[src/rtl/viterbi_codec.sv]
// Rate-1/2 K=4 convolutional encoder, error-injecting channel register and hard-decision Viterbi decoder.
// Latency: encoder 1 clk; channel 1 clk; decoder emits bit k-DEPTH on the edge that accepts symbol k.
// No backpressure: a valid input is accepted every cycle; idle cycles simply freeze the pipeline state.

// Encoder: generators 17/15 octal, state {s2,s1,s0} with s2 the newest bit.
// Latency: 1 clk from enable_i/d_in to valid_o/d_out.
// No backpressure: d_out and state hold while enable_i is low.
module encoder (
    input  logic       clk,
    input  logic       rst,
    input  logic       enable_i,
    input  logic       d_in,
    output logic       valid_o,
    output logic [1:0] d_out
);

    logic [2:0] state;

    // Shift the new bit into the state and register the code symbol {g1,g0}.
    always_ff @(posedge clk or negedge rst) begin
        if (!rst) begin
            state   <= 3'd0;
            d_out   <= 2'd0;
            valid_o <= 1'b0;
        end else begin
            valid_o <= enable_i;
            if (enable_i) begin
                d_out[1] <= d_in ^ state[2] ^ state[1] ^ state[0];
                d_out[0] <= d_in ^ state[2] ^ state[0];
                state    <= {d_in, state[2:1]};
            end
        end
    end

endmodule

// Decoder: 8-state hard-decision Viterbi with register-exchange survivors.
// Latency: the edge accepting symbol k drives bit k-DEPTH (0 for k < DEPTH).
// No backpressure: metrics, survivors and d_out hold while enable is low.
module decoder #(
    parameter int DEPTH = 32
) (
    input  logic       clk,
    input  logic       rst,
    input  logic       enable,
    input  logic [1:0] d_in,
    output logic       d_out
);

    logic [7:0]       pm       [8];
    logic [DEPTH-1:0] surv     [8];
    logic [7:0]       cand0    [8];
    logic [7:0]       cand1    [8];
    logic [7:0]       acs_pm   [8];
    logic [DEPTH-1:0] nxt_surv [8];
    logic [7:0]       min_new;
    logic [2:0]       best;
    logic [7:0]       best_pm;

    // Predecessor of state {u,s2,s1} is {s2,s1,s0}.
    function automatic logic [2:0] pred_idx(input int s, input logic s0);
        logic [2:0] st;
        st = 3'(s);
        return {st[1:0], s0};
    endfunction

    // Bit that enters the encoder on a transition into state s.
    function automatic logic new_bit(input int s);
        logic [2:0] st;
        st = 3'(s);
        return st[2];
    endfunction

    // Encoder output for the transition from {st[1:0],s0} into st.
    function automatic logic [1:0] branch_sym(input int s, input logic s0);
        logic [2:0] st;
        st = 3'(s);
        return {st[2] ^ st[1] ^ st[0] ^ s0, st[2] ^ st[1] ^ s0};
    endfunction

    function automatic logic [7:0] hdist(input logic [1:0] a, input logic [1:0] b);
        logic [1:0] x;
        x = a ^ b;
        return {7'd0, x[0]} + {7'd0, x[1]};
    endfunction

    // Add-compare-select for every state; ties resolve to the s0=0 predecessor.
    always_comb begin
        min_new = 8'hFF;
        for (int s = 0; s < 8; s++) begin
            cand0[s] = pm[pred_idx(s, 1'b0)] + hdist(d_in, branch_sym(s, 1'b0));
            cand1[s] = pm[pred_idx(s, 1'b1)] + hdist(d_in, branch_sym(s, 1'b1));
            if (cand1[s] < cand0[s]) begin
                acs_pm[s]   = cand1[s];
                nxt_surv[s] = {surv[pred_idx(s, 1'b1)][DEPTH-2:0], new_bit(s)};
            end else begin
                acs_pm[s]   = cand0[s];
                nxt_surv[s] = {surv[pred_idx(s, 1'b0)][DEPTH-2:0], new_bit(s)};
            end
            if (acs_pm[s] < min_new) begin
                min_new = acs_pm[s];
            end
        end
    end

    // Best state before the update, lowest index wins a tie.
    always_comb begin
        best    = 3'd0;
        best_pm = pm[0];
        for (int s = 1; s < 8; s++) begin
            if (pm[s] < best_pm) begin
                best    = 3'(s);
                best_pm = pm[s];
            end
        end
    end

    // Commit normalised metrics and survivors, emit the oldest bit of the best path.
    always_ff @(posedge clk or negedge rst) begin
        if (!rst) begin
            for (int s = 0; s < 8; s++) begin
                pm[s]   <= (s == 0) ? 8'd0 : 8'd16;
                surv[s] <= '0;
            end
            d_out <= 1'b0;
        end else if (enable) begin
            for (int s = 0; s < 8; s++) begin
                pm[s]   <= acs_pm[s] - min_new;
                surv[s] <= nxt_surv[s];
            end
            d_out <= surv[best][DEPTH-1];
        end
    end

endmodule

// Link coding layer: encoder -> channel register (XOR error mask) -> decoder.
// Latency: decoded bit j appears DEPTH accepted symbols plus 2 clks after in_dat bit j.
// No backpressure: err_dat is applied to the symbol built from the in_dat presented with it.
module viterbi_codec #(
    parameter int DEPTH = 32
) (
    input  logic       clk,
    input  logic       rst,
    input  logic       in_vld,
    input  logic       in_dat,
    input  logic [1:0] err_dat,
    output logic       sym_vld,
    output logic [1:0] sym_dat,
    output logic       out_vld,
    output logic       out_dat
);

    logic [1:0] err_q;
    logic [1:0] ch_dat;
    logic       ch_vld;

    encoder u_enc (
        .clk      (clk),
        .rst      (rst),
        .enable_i (in_vld),
        .d_in     (in_dat),
        .valid_o  (sym_vld),
        .d_out    (sym_dat)
    );

    // Align the error mask with the encoder output, then corrupt it in the channel register.
    always_ff @(posedge clk or negedge rst) begin
        if (!rst) begin
            err_q   <= 2'd0;
            ch_dat  <= 2'd0;
            ch_vld  <= 1'b0;
            out_vld <= 1'b0;
        end else begin
            err_q   <= err_dat;
            ch_dat  <= sym_dat ^ err_q;
            ch_vld  <= sym_vld;
            out_vld <= ch_vld;
        end
    end

    decoder #(.DEPTH(DEPTH)) u_dec (
        .clk    (clk),
        .rst    (rst),
        .enable (ch_vld),
        .d_in   (ch_dat),
        .d_out  (out_dat)
    );

endmodule

[config.mk]
export PLATFORM = sky130hd
export DESIGN_NAME = viterbi_codec
export DESIGN_NICKNAME = d
export VERILOG_FILES = /design/src/rtl/viterbi_codec.sv
export SDC_FILE = /design/constraint.sdc
export NUM_CORES = 1
export LEC_CHECK = 0
export BUFFER_PORTS_ARGS = -buffer_cell sky130_fd_sc_hd__buf_2
export CAP_MARGIN = 20
export CORE_MARGIN = 4
export CORE_UTILIZATION = 60
export CTS_BUF_LIST = sky130_fd_sc_hd__clkbuf_8
export CTS_CLUSTER_SIZE = 8
export DETAILED_ROUTE_END_ITERATION = 8
export PLACE_DENSITY = 0.76
export SLEW_MARGIN = 20
export SYNTH_ARGS = -nofsm -noshare
export SYNTH_HDL_FRONTEND = slang
export SYNTH_HIERARCHICAL = 1
export SYNTH_SLANG_ARGS = --single-unit
[constraint.sdc]
create_clock -name clk -period 25 [get_ports clk]
set_input_delay 2.5 -clock clk [delete_from_list [all_inputs] [get_ports clk]]
set_output_delay 2.5 -clock clk [all_outputs]
set_load 0.02 [all_outputs]
Word-level counts from Yosys, hierarchy flattened --
Index checks and enable logic that the tools add are counted.
Cells by class: add/subtract/negate cells 28, order comparisons 24, muxes and demuxes 40, bitwise logic cells 9
Operators with widths (count):
- 32-bit 2-to-1 mux | 10
- 8-bit less-than comparator | 22
- 8-bit 2-to-1 mux | 22
- 8-bit adder | 13
- 32-bit binary-select mux with 3-bit select | 1
- 8-bit subtractor | 8
- 8-bit by 2-bit adder with 8-bit output | 3
- 3-bit 2-to-1 mux | 4
- 1-bit by 1-bit adder with 2-bit output | 4
- 8-bit less-than comparator, second input constant | 1
- 4-bit greater-or-equal comparator, second input constant | 1
- 2-bit 2-to-1 mux | 2
- 3-bit NOT with 4-bit output | 1
- 1-bit XOR | 4
- 1-bit NOT | 2
- 2-bit NOT | 1
- 2-bit XOR | 1
- 1-bit 2-to-1 mux | 1
Storage, ports and cells: bits in registers 333, input port bits 6, output and inout port bits 5, word-level logic and storage cells 125

Depth between registers and ports, before layout --
Gate-level depths: netlist of run 1.
depth after elaboration 22, depth in mapped cells 96, gate-level depth less buffers 87

Modules after synthesis --
The synthesis of run 1 kept the hierarchy.
By module, submodules not included:
- decoder | instances 1, cells each 2968, area each 25105.3 sq um, seq. area each 7666.1 sq um
- encoder | instances 1, cells each 16, area each 250.2 sq um, seq. area each 150.1 sq um
- viterbi_codec | instances 1, cells each 8, area each 167.7 sq um, seq. area each 150.1 sq um

Worst setup path before layout of run 1 --
Ideal clock, no wire load.
kind register -> register, from register ch_dat[0], to register u_dec/pm[14] (netlist bit), library setup time 0.120 ns, arrival 17.862 ns, slack 7.018 ns, stages on the path, launching flop included 87, buffers on the path 8, clock period less this slack 17.982 ns, cells stage by stage dfrtp_1 -> inv_1 -> ha_1 -> ha_1 -> ha_1 -> a21oi_1 -> xnor2_1 -> ha_1 -> a21o_1 -> a31oi_1 -> o21ai_0 -> o311ai_2 -> a21o_1 -> nand2_1 -> clkbuf_1 -> nand3_1 -> o21a_1 -> inv_1 -> [... 51 more ...] -> inv_1 -> ha_1 -> and4_1 -> a21oi_1 -> nand2_1 -> a31oi_1 -> clkbuf_1 -> nand2_2 -> clkbuf_1 -> o21ai_0 -> ha_1 -> inv_1 -> ha_1 -> nor3_1 -> maj3_1 -> a41oi_1 -> or4_1 -> a31o_1
On the way: cells in the longest elaborated chain, start to end 22, elaborated cells on any way between the ends 55, those cells by class add/sub: 21; order compare: 16; mux: 16; bitwise: 2
Ends and longest elaborated chain:
- from (decl) | line 155 | logic [1:0] ch_dat;
- from (signal assigned) | line 176 | ch_dat <= sym_dat ^ err_q;
- 2-bit NOT (no line)
- 1-bit by 1-bit adder with 2-bit output | line 84 | return {7'd0, x[0]} + {7'd0, x[1]};
- 8-bit by 2-bit adder with 8-bit output | line 92 | cand1[s] = pm[pred_idx(s, 1'b1)] + hdist(d_in, branch_sym(s, 1'b1));
- 8-bit less-than comparator | line 93 | if (cand1[s] < cand0[s]) begin
- 8-bit 2-to-1 mux | line 93
- 8-bit less-than comparator | line 100 | if (acs_pm[s] < min_new) begin
- 8-bit 2-to-1 mux | line 100
- 8-bit less-than comparator | line 100
- [... 6 more ...]
- 8-bit 2-to-1 mux | line 100
- 8-bit less-than comparator | line 100
- 8-bit 2-to-1 mux | line 100
- 8-bit less-than comparator | line 100
- 8-bit 2-to-1 mux | line 100
- 8-bit less-than comparator | line 100
- 8-bit 2-to-1 mux | line 100
- 8-bit subtractor (*) | line 128 | pm[s] <= acs_pm[s] - min_new;
- to (signal, indexed assignment) | line 122 | pm[s] <= (s == 0) ? 8'd0 : 8'd16;
- to (signal, indexed assignment) | line 128
- to (decl) | line 50 | logic [7:0] pm [8];
Mark *: on every way between the ends. The rest lies on a longest branch, timed or not. A chain may end at the register's enable or synchronous reset.

Worst setup path after layout of run 1 --
from register ch_dat[0], to register u_dec/pm[6] (netlist bit)
Same word-level chain as after synthesis.

==> metrics.txt, run 1 <==
share of cells above drive strength 1 a little over 8%; Tmin final 20.13 ns; Die Span Y around 210 um; worst hold path class flip-flop to flip-flop; WS Path Type flip-flop to flip-flop; initial core utilization 60.7%; post-route design area around 27,000 um2; FILL cells between 3,000 and 4,000; DP Area roughly 26,000 um2; largest net degree at the start of global routing ~220; Syn Inst Count ~3,000; drt total wl just under 80 mm; Worst-path clk slew about 0.060 ns; Post-DRT Antenna Nets 0; vias 22,600; CP Launch Type flip-flop; crit path max fanout 18; type of destination of the critical path flip-flop; met2 Usage GRT about half; Max H-tree Level 2; number of flops mapped to enable cells by yosys 0; Worst slew margin roughly 31%; GRT Resource Usage Total 32.8%; worst skew pair latency between 0.6 and 0.7 ns; final design utilization 64.6%; Initial DRC Count 2,312; Slew Limit Fails 0; Yosys top cell by area dfrtp_1; CP arrival about 21 ns; RSZ-0062 raised after global routing no; Vias per Instance between 6 and 7; aggregate global routing overflow 0; Final GP Congestion a little over 1; register area share after synthesis between 30% and 40%; leading cell type in the layout, fill and taps excluded nor2_1; Worst Tran Pin Value between 1 and 1.5 ns; Reg-to-Reg Start ch_dat[0]; # Post-CTS Setup Buffers 0; Num CTS Buffers between 50 and 60; Post-Syn Area between 20,000 and 30,000 um2; outcome finished, final reports clean; slowest stage delay, CP about 0.63 ns; slowest stage cell, crit path o31ai_4; Clock Skew 0.0351 ns; # DRC 0; hold buffer count at cts 0; Worst Path Required 25.49 ns; number of port buffers 10; Setup TNS 0 ns; unique cell type count in the Yosys netlist about 110; asr flop ratio synth between 90% and 100%; top achievable clock speed approximately 50 MHz; Reg2Reg Depth 82; Worst R2R End u_dec/pm[6]; Setup-failing EPs final 0; M1 GR Usage 46.0%; DP Wirelength 57.1 mm; Clock Sinks around 320; commonest cells after routing, fill and taps aside 435 x nor2_1, 359 x a21oi_1, 310 x dfrtp_1; die area 45,900 um2; CTS tree yes; Ys Warns 6; area grow syn2layout 6.42%; Core ar. around 42,000 um2; flops & latches, synth 318; vias in the first global route approximately 22,000; antenna violations before repair 0; max_cap viols 0; ANT cells 0; std cell rows 75; io pins 11; nets approximately 3,100; buffer depth of the longest clock path 3; Final Hold Fails 0; post-CTS sizing 0; routed len/inst 22.0 um; clock root cell clkbuf_8; syn avg cell area 8.53 um2; fin crit share ~81%; hold depth 0; post-synth top area share approximately 30%; Top cell by count, worst path ha_1; GR Layer Usage met3 6.25%; first-pass GRT wire length about 120 mm; Hold Path End ch_vld; worst min-delay path startpoint u_enc/valid_o; Die Wd 214 um; R2R setup slack 4.87 ns; DR pass1 iterations 7; syn_nets ~3,200; most common flop cell mapped by yosys dfrtp_1; largest cells by area after synthesis dfrtp_1 30%, mux2i_1 10%, ha_1 9.4%; busiest grt layer met2
-- worst max-delay path by stage --
| stage | from | endpoint | slack [ns] | cells after the start |
|---|---|---|---|---|
| floorplan | ch_dat[0] | u_dec/pm[14] | 7.02 | 86 |
| global placement | ch_dat[0] | u_dec/pm[6] | 5.47 | 83 |
| detailed placement | ch_dat[0] | u_dec/pm[6] | 5.15 | 82 |
| CTS | ch_dat[0] | u_dec/pm[6] | 5.12 | 82 |
| global route | ch_dat[0] | u_dec/pm[6] | 3.30 | 84 |
| finish | ch_dat[0] | u_dec/pm[6] | 4.87 | 82 |
-- logic make-up (layout without fill, tap and decap cells) --
group                    Yosys count  count (layout)  synth area share [%]
AO/OA/AOI/OAI                    783             783                  19.5
XOR/XNOR                         179             179                  6.30
adder cells (fa/ha/maj)          214             214                  10.6
buffers and inverters            301             288                  4.67
flip-flops                       318             318                  31.2
multiplexers                     314             314                  12.6
AND/OR/NAND/NOR                  883             883                  15.2
-- final cells by class --
cell class | count | area [um2] | share of cell area [%]
multi-input combinational | 2373 | 16400 | 60.5
sequential | 318 | 7970 | 29.3
clock buffer | 72 | 991 | 3.65
tap | 539 | 674 | 2.48
inverter | 138 | 518 | 1.91
timing repair buffer | 57 | 429 | 1.58
clock inverter | 21 | 134 | 0.493
-- state kept, by name, indices dropped and copies added, names as in the netlist, 2 cells and up --
signal,count
u_dec/surv,241
err_q,2
u_dec/pm,64
u_enc/d_out,2
u_enc/state,3
ch_dat,2
-- critical path, delay by kind of cell (launching register included) --
family	cells	cell delay [ns]
xor+xnor	1	0.21
buf+inv	4	0.55
fa+ha+maj	13	3.93
flops	1	0.40
mux	4	1.49
compound gates	42	9.80
simple gates	18	3.58
-- cells in the mapped netlist (45+ instances only) --
cell / number
nand2_1: 224
nand3_1: 46
a21oi_1: 363
xor2_1: 45
xnor2_1: 130
a21o_1: 49
o21ai_0: 100
nor2_1: 437
dfrtp_1: 311
inv_1: 134
clkbuf_1: 127
ha_1: 192
mux2i_1: 267
-- metrics by stage --
step / cells / setup WS (ns) / hold WS (ns)
floorplan: 2992 / 7.02 / 0.352
global placement: 3425 / 5.47 / 0.392
detailed placement: 3425 / 5.15 / 0.391
CTS: 3518 / 5.12 / 0.410
global route: 3518 / 3.30 / 0.420
finish: 3518 / 4.87 / 0.409
-- metal layers --
layer	up-vias	routed length, um
li1	10500	-
met1	11000	33600
met2	946	34100
met3	188	6380
met4	0	3160
met5	-	0
Power of run 1 is not shown: default switching activity piles up to over one toggle a cycle in this logic, so the estimate is an artifact.
==> run 2: changes to the inputs <==
==> constraint.sdc (replaced) <==
create_clock -name clk -period 19.7 [get_ports clk]
set_input_delay 1.97 -clock clk [delete_from_list [all_inputs] [get_ports clk]]
set_output_delay 1.97 -clock clk [all_outputs]
set_load 0.02 [all_outputs]
==> run 2 against run 1 <==
Compared with the run above: worst hold slack lost 0.031 ns; die area did not move; clock skew fell by 0.0063 ns; register-to-register slack lost 3.6 ns; via count increased by 0.16%; setup slack worse by 3.6 ns; sequential cell count is the same; core utilization increased by 0.60 points; routed wire length grew 2.3%; sequential share of layout area is 0.27 points lower; critical path depth down 10; first-iteration DRC count down 1.3%; critical endpoint is now u_dec/pm[14].
==> metrics.txt, run 2 (synthesis gave the netlist of run 1 again) <==
crit path max fanout 34 (+16); Setup-failing EPs final 0 (unchanged); first-pass GRT wire length 126 mm (+3.4%); share of cells above drive strength 1 9.10% (+0.94 points); Core ar. 42,000 um2 (unchanged); Worst Tran Pin Value 1.12 ns (+0.120 ns); max_cap viols 0 (unchanged); Vias per Instance 6.38 (-0.80%); Num CTS Buffers 54 (unchanged); nets 3,178 (+0.95%); Post-DRT Antenna Nets 0 (unchanged); top achievable clock speed 54.3 MHz (+9.3%); Worst Path Required 20.23 ns (-5.26 ns); Initial DRC Count 2,283 (-1.3%); Reg2Reg Depth 72 (-12%); number of port buffers 10 (unchanged); Slew Limit Fails 0 (unchanged); CTS tree yes; initial core utilization 60.7% (unchanged); R2R setup slack 1.29 ns (-3.58 ns); RSZ-0062 raised after global routing no; largest net degree at the start of global routing 132 (-41%); Die Wd 214 um (unchanged); CP Launch Type flip-flop; fin crit share 93.5% (+13 points); antenna violations before repair 0 (unchanged); # DRC 0 (unchanged); slowest stage delay, CP 0.64 ns (about the same); GRT Resource Usage Total 33.8% (+1.1 points); Tmin final 18.41 ns (-1.72 ns); Largest regs u_dec/surv: 241 flops, u_dec/pm: 64 flops, u_enc/state: 3 flops; vias 22,700 (+0.16%); Hold WS 0.378 ns (-0.0310 ns); Clock Skew 0.0288 ns (-0.00632 ns); Setup TNS 0 ns (unchanged); Clock Sinks 318 (unchanged); clock root cell clkbuf_8; area grow syn2layout 7.41%; Worst slew margin 23.1% (-8.2 points); worst skew pair latency 0.64 ns (-0.03 ns); io pins 11 (unchanged); WS Path Type flip-flop to flip-flop; routed len/inst 22.2 um (+1.3%); buffer depth of the longest clock path 3 (unchanged); DR pass1 iterations 6 (-1); outcome finished, final reports clean; CP arrival 18.94 ns (-1.69 ns); vias in the first global route 22,400 (+1.4%); Final Hold Fails 0 (unchanged); hold depth 0 (unchanged); slowest stage cell, crit path buf_4; commonest cells after routing, fill and taps aside 434 x nor2_1, 358 x a21oi_1, 310 x dfrtp_1; die area 45,900 um2 (unchanged); Final GP Congestion 1.03 (+2.7%); worst hold path class flip-flop to flip-flop; Die Span Y 214 um (unchanged); type of destination of the critical path flip-flop; drt total wl 79.0 mm (+2.3%); max reg flops 241 (unchanged); std cell rows 75 (unchanged); Worst-path clk slew 0.06 ns (about the same); Top reg by flops u_dec/surv; Top cell by count, worst path ha_1; leading cell type in the layout, fill and taps excluded nor2_1; aggregate global routing overflow 0 (unchanged); DP Wirelength 59.5 mm (+4.1%); Max H-tree Level 2 (unchanged)
## run 2: cell types whose count changed in the layout (fill, tap and decap cells not counted), moves of 2 or more
cell,delta
nand2_4,+2
bufinv_16,+3
inv_1,+11
nand2_1,-2
buf_4,+31
clkbuf_8,-10
## run 2: metrics by stage
stage          instances  instance area [um2]  setup slack (ns)  util, %
2_1_floorplan       2992                25500              1.72        -
3_3_place_gp        3454                26200             0.790     62.4
3_5_place_dp        3454                26200             0.159     62.4
4_1_cts             3550                27400             0.139     65.1
5_1_grt             3551                27400            0.0926     65.2
6_report            3552                27400              1.29     65.2
## run 2: layout make-up
type / instances / area (um2)
Timing Repair Buffer: 87 / 642
Tap cell: 539 / 674
Inverter: 138 / 518
Fill cell: 3495 / 14600
Antenna cell: 1 / 2.50
Clock inverter: 34 / 263
Multi-Input combinational cell: 2373 / 16500
Sequential cell: 318 / 7970
Clock buffer: 62 / 853
## run 2: worst paths after layout
path / startpoint / to
worst min-delay path: u_enc/valid_o / ch_vld
worst max-delay path: ch_dat[0] / u_dec/pm[14]
worst max register to register: ch_dat[0] / u_dec/pm[14]
worst min register to register: u_enc/valid_o / ch_vld
max in group asynchronous: rst / u_dec/surv[140]
min in group asynchronous: rst / u_dec/surv[154]
## run 2: critical path: cells and delay by family, from the launching register on
family,cells,cell delay (ns)
compound gates,31,7.36
xor+xnor,1,0.19
fa+ha+maj,10,3.19
buf+inv,6,1.87
flops,1,0.40
mux,5,1.89
simple gates,19,3.36
## run 2: repair_timing
action / CTS / global route
endpoints found under the setup margin: 0 / 59
buffers inserted: 0 / 1
hold endpoints to repair: 0 / 0
gates resized for setup: 0 / 13
hold buffers: 0 / 0
## run 2: layer usage
layer	part of all wire [%]	routed length [um]	global-route usage, %
met1	43	33900	46.7
met2	44	35000	52.8
met3	8.4	6630	6.84
met4	4.4	3450	13.0
met5	0	0	0
Power of run 2 is left out for the same reason.
==> run 3: changes to the inputs <==
--- a/config.mk
+++ b/config.mk
@@ -12,6 +12,7 @@
 export CTS_BUF_LIST = sky130_fd_sc_hd__clkbuf_8
 export CTS_CLUSTER_SIZE = 8
 export DETAILED_ROUTE_END_ITERATION = 8
+export MAX_ROUTING_LAYER = met4
 export PLACE_DENSITY = 0.76
 export SLEW_MARGIN = 20
 export SYNTH_ARGS = -nofsm -noshare
==> run 3 against run 2 <==
Compared with the run above: global-route usage rose by 0.14 points; non-clock buffer count fell by 9; core utilization decreased by 0.22 points; final area decreased by 0.34%; clock skew is 0.028 ns higher; die area stayed put; register-to-register slack better by 0.06 ns; setup slack gained 0.055 ns; fmax up 0.30%.
==> metrics.txt, run 3 (synthesis gave the netlist of run 1 again) <==
outcome finished, final reports clean; setup ws final 1.34 ns (+0.0554 ns); leading cell type in the layout, fill and taps excluded nor2_1; antenna violations before repair 1 (+1); hold buffer count at cts 0 (unchanged); Largest regs u_dec/surv: 241 flops, u_dec/pm: 64 flops, u_enc/state: 3 flops; io pins 11 (unchanged); dpl ws 0.737 ns (+0.578 ns); DR pass1 iterations 6 (unchanged); Setup-failing EPs final 0 (unchanged); Slew Limit Fails 0 (unchanged); Tmin final 18.36 ns (-0.0554 ns); Clock Skew 0.0564 ns (+0.0277 ns); post-route insts no fill 3,543 (-0.25%); RSZ-0062 raised after global routing no; area grow syn2layout 7.05%; Worst Path Required 20.20 ns (-0.03 ns); Num CTS Buffers 54 (unchanged); Final Hold Fails 0 (unchanged); Multi-input gate area 16,500 um2 (about the same); nets 3,170 (-0.25%); CP Launch Type flip-flop; routed len/inst 22.2 um (-0.30%); buffer depth of the longest clock path 3 (unchanged); Setup TNS 0 ns (unchanged); DP Area 26,200 um2 (-0.31%); number of cells in the design after placement 3,441 (-0.38%); max reg flops 241 (unchanged); Seq. cell area 7970 um2 (unchanged); worst skew pair latency 0.67 ns (+0.03 ns); top achievable clock speed 54.5 MHz (+0.30%); max_cap viols 0 (unchanged); vias in the first global route 22,100 (-1.5%); slowest stage cell, crit path mux2_2; number of port buffers 10 (unchanged); die area 45,900 um2 (unchanged); Initial DRC Count 2,111 (-7.5%); slowest stage delay, CP 0.47 ns (-0.17 ns); Worst Tran Pin Value 1.13 ns (+0.00692 ns); CTS tree yes; WS Path Type flip-flop to flip-flop; share of cells above drive strength 1 8.82% (-0.28 points); worst hold path class flip-flop to flip-flop; Final GP Congestion 1.04 (+0.38%); clock root cell clkbuf_8; Clock Sinks 318 (unchanged); GRT Resource Usage Total 33.9% (+0.14 points); ANT cells 0 (-1); drt total wl 78.6 mm (-0.55%); first-pass GRT wire length 122 mm (-3.1%); Die Wd 214 um (unchanged); Worst slew margin 24.3% (+1.2 points); commonest cells after routing, fill and taps aside 436 x nor2_1, 358 x a21oi_1, 310 x dfrtp_1; post-route design area 27,300 um2 (-0.34%); Die Span Y 214 um (unchanged); aggregate global routing overflow 0 (unchanged); Post-DRT Antenna Nets 0 (unchanged); fin crit share 93.2% (-0.28 points); largest net degree at the start of global routing 280 (+110%); Vias per Instance 6.40 (+0.20%); DP Wirelength 58.2 mm (-2.2%); Worst-path clk slew 0.06 ns (about the same); FILL cells 3,532 (+1.1%); Top cell by count, worst path ha_1; Max H-tree Level 2 (unchanged); type of destination of the critical path flip-flop; # DRC 0 (unchanged); std cell rows 75 (unchanged); Core ar. 42,000 um2 (unchanged); crit path max fanout 15 (-56%); vias 22,700 (-0.053%); Top reg by flops u_dec/surv; CP arrival 18.85 ns (-0.09 ns); initial core utilization 60.7% (unchanged)
[run 3: metrics by stage]
step | hold WS [ns] | utilization, %
final | 0.396 | 65.0
after global routing | 0.409 | 65.0
after CTS | 0.394 | 64.8
after detailed placement | 0.378 | 62.2
after global placement | 0.376 | 62.2
after floorplan | 0.352 | -
[run 3: critical path: cells and delay by family (launching register included)]
family,cells,cell delay (ns)
mux,5,1.74
simple gates,21,3.38
fa+ha+maj,13,3.66
xor+xnor,1,0.20
compound gates,38,8.19
buf+inv,5,0.69
flops,1,0.39
[run 3: path summary, 6_finish.rpt]
check,slack (ns),startpoint,cells after the start,to
setup / recovery,1.34,ch_dat[0],83,u_dec/pm[6]
hold / removal,0.40,u_enc/valid_o,0,ch_vld
setup reg to reg,1.34,ch_dat[0],83,u_dec/pm[6]
hold reg to reg,0.40,u_enc/valid_o,0,ch_vld
max in group asynchronous,16.68,rst,2,ch_vld
min in group asynchronous,1.42,rst,1,u_dec/surv[187]
[run 3: layer usage]
metal  vias up  part of all wire (%)  global-route usage, %
li1      10600                     -                      -
met1     10900                    44                   45.5
met2       910                    44                   51.0
met3       231                   8.2                   6.33
met4         0                   4.6                   14.2
met5         -                     0                      -
[run 3: final cells by class]
cell class	instances	area share [%]
tap	539	2.47
clock buffer	69	3.48
sequential	318	29.2
inverter	138	1.90
timing repair buffer	78	2.18
clock inverter	27	0.495
multi-input combinational	2374	60.3
[run 3: what timing repair did]
action	CTS	global route
gates resized for setup	0	8
setup buffers	0	4
endpoints found under the setup margin	0	47
Power of run 3 is left out for the same reason.
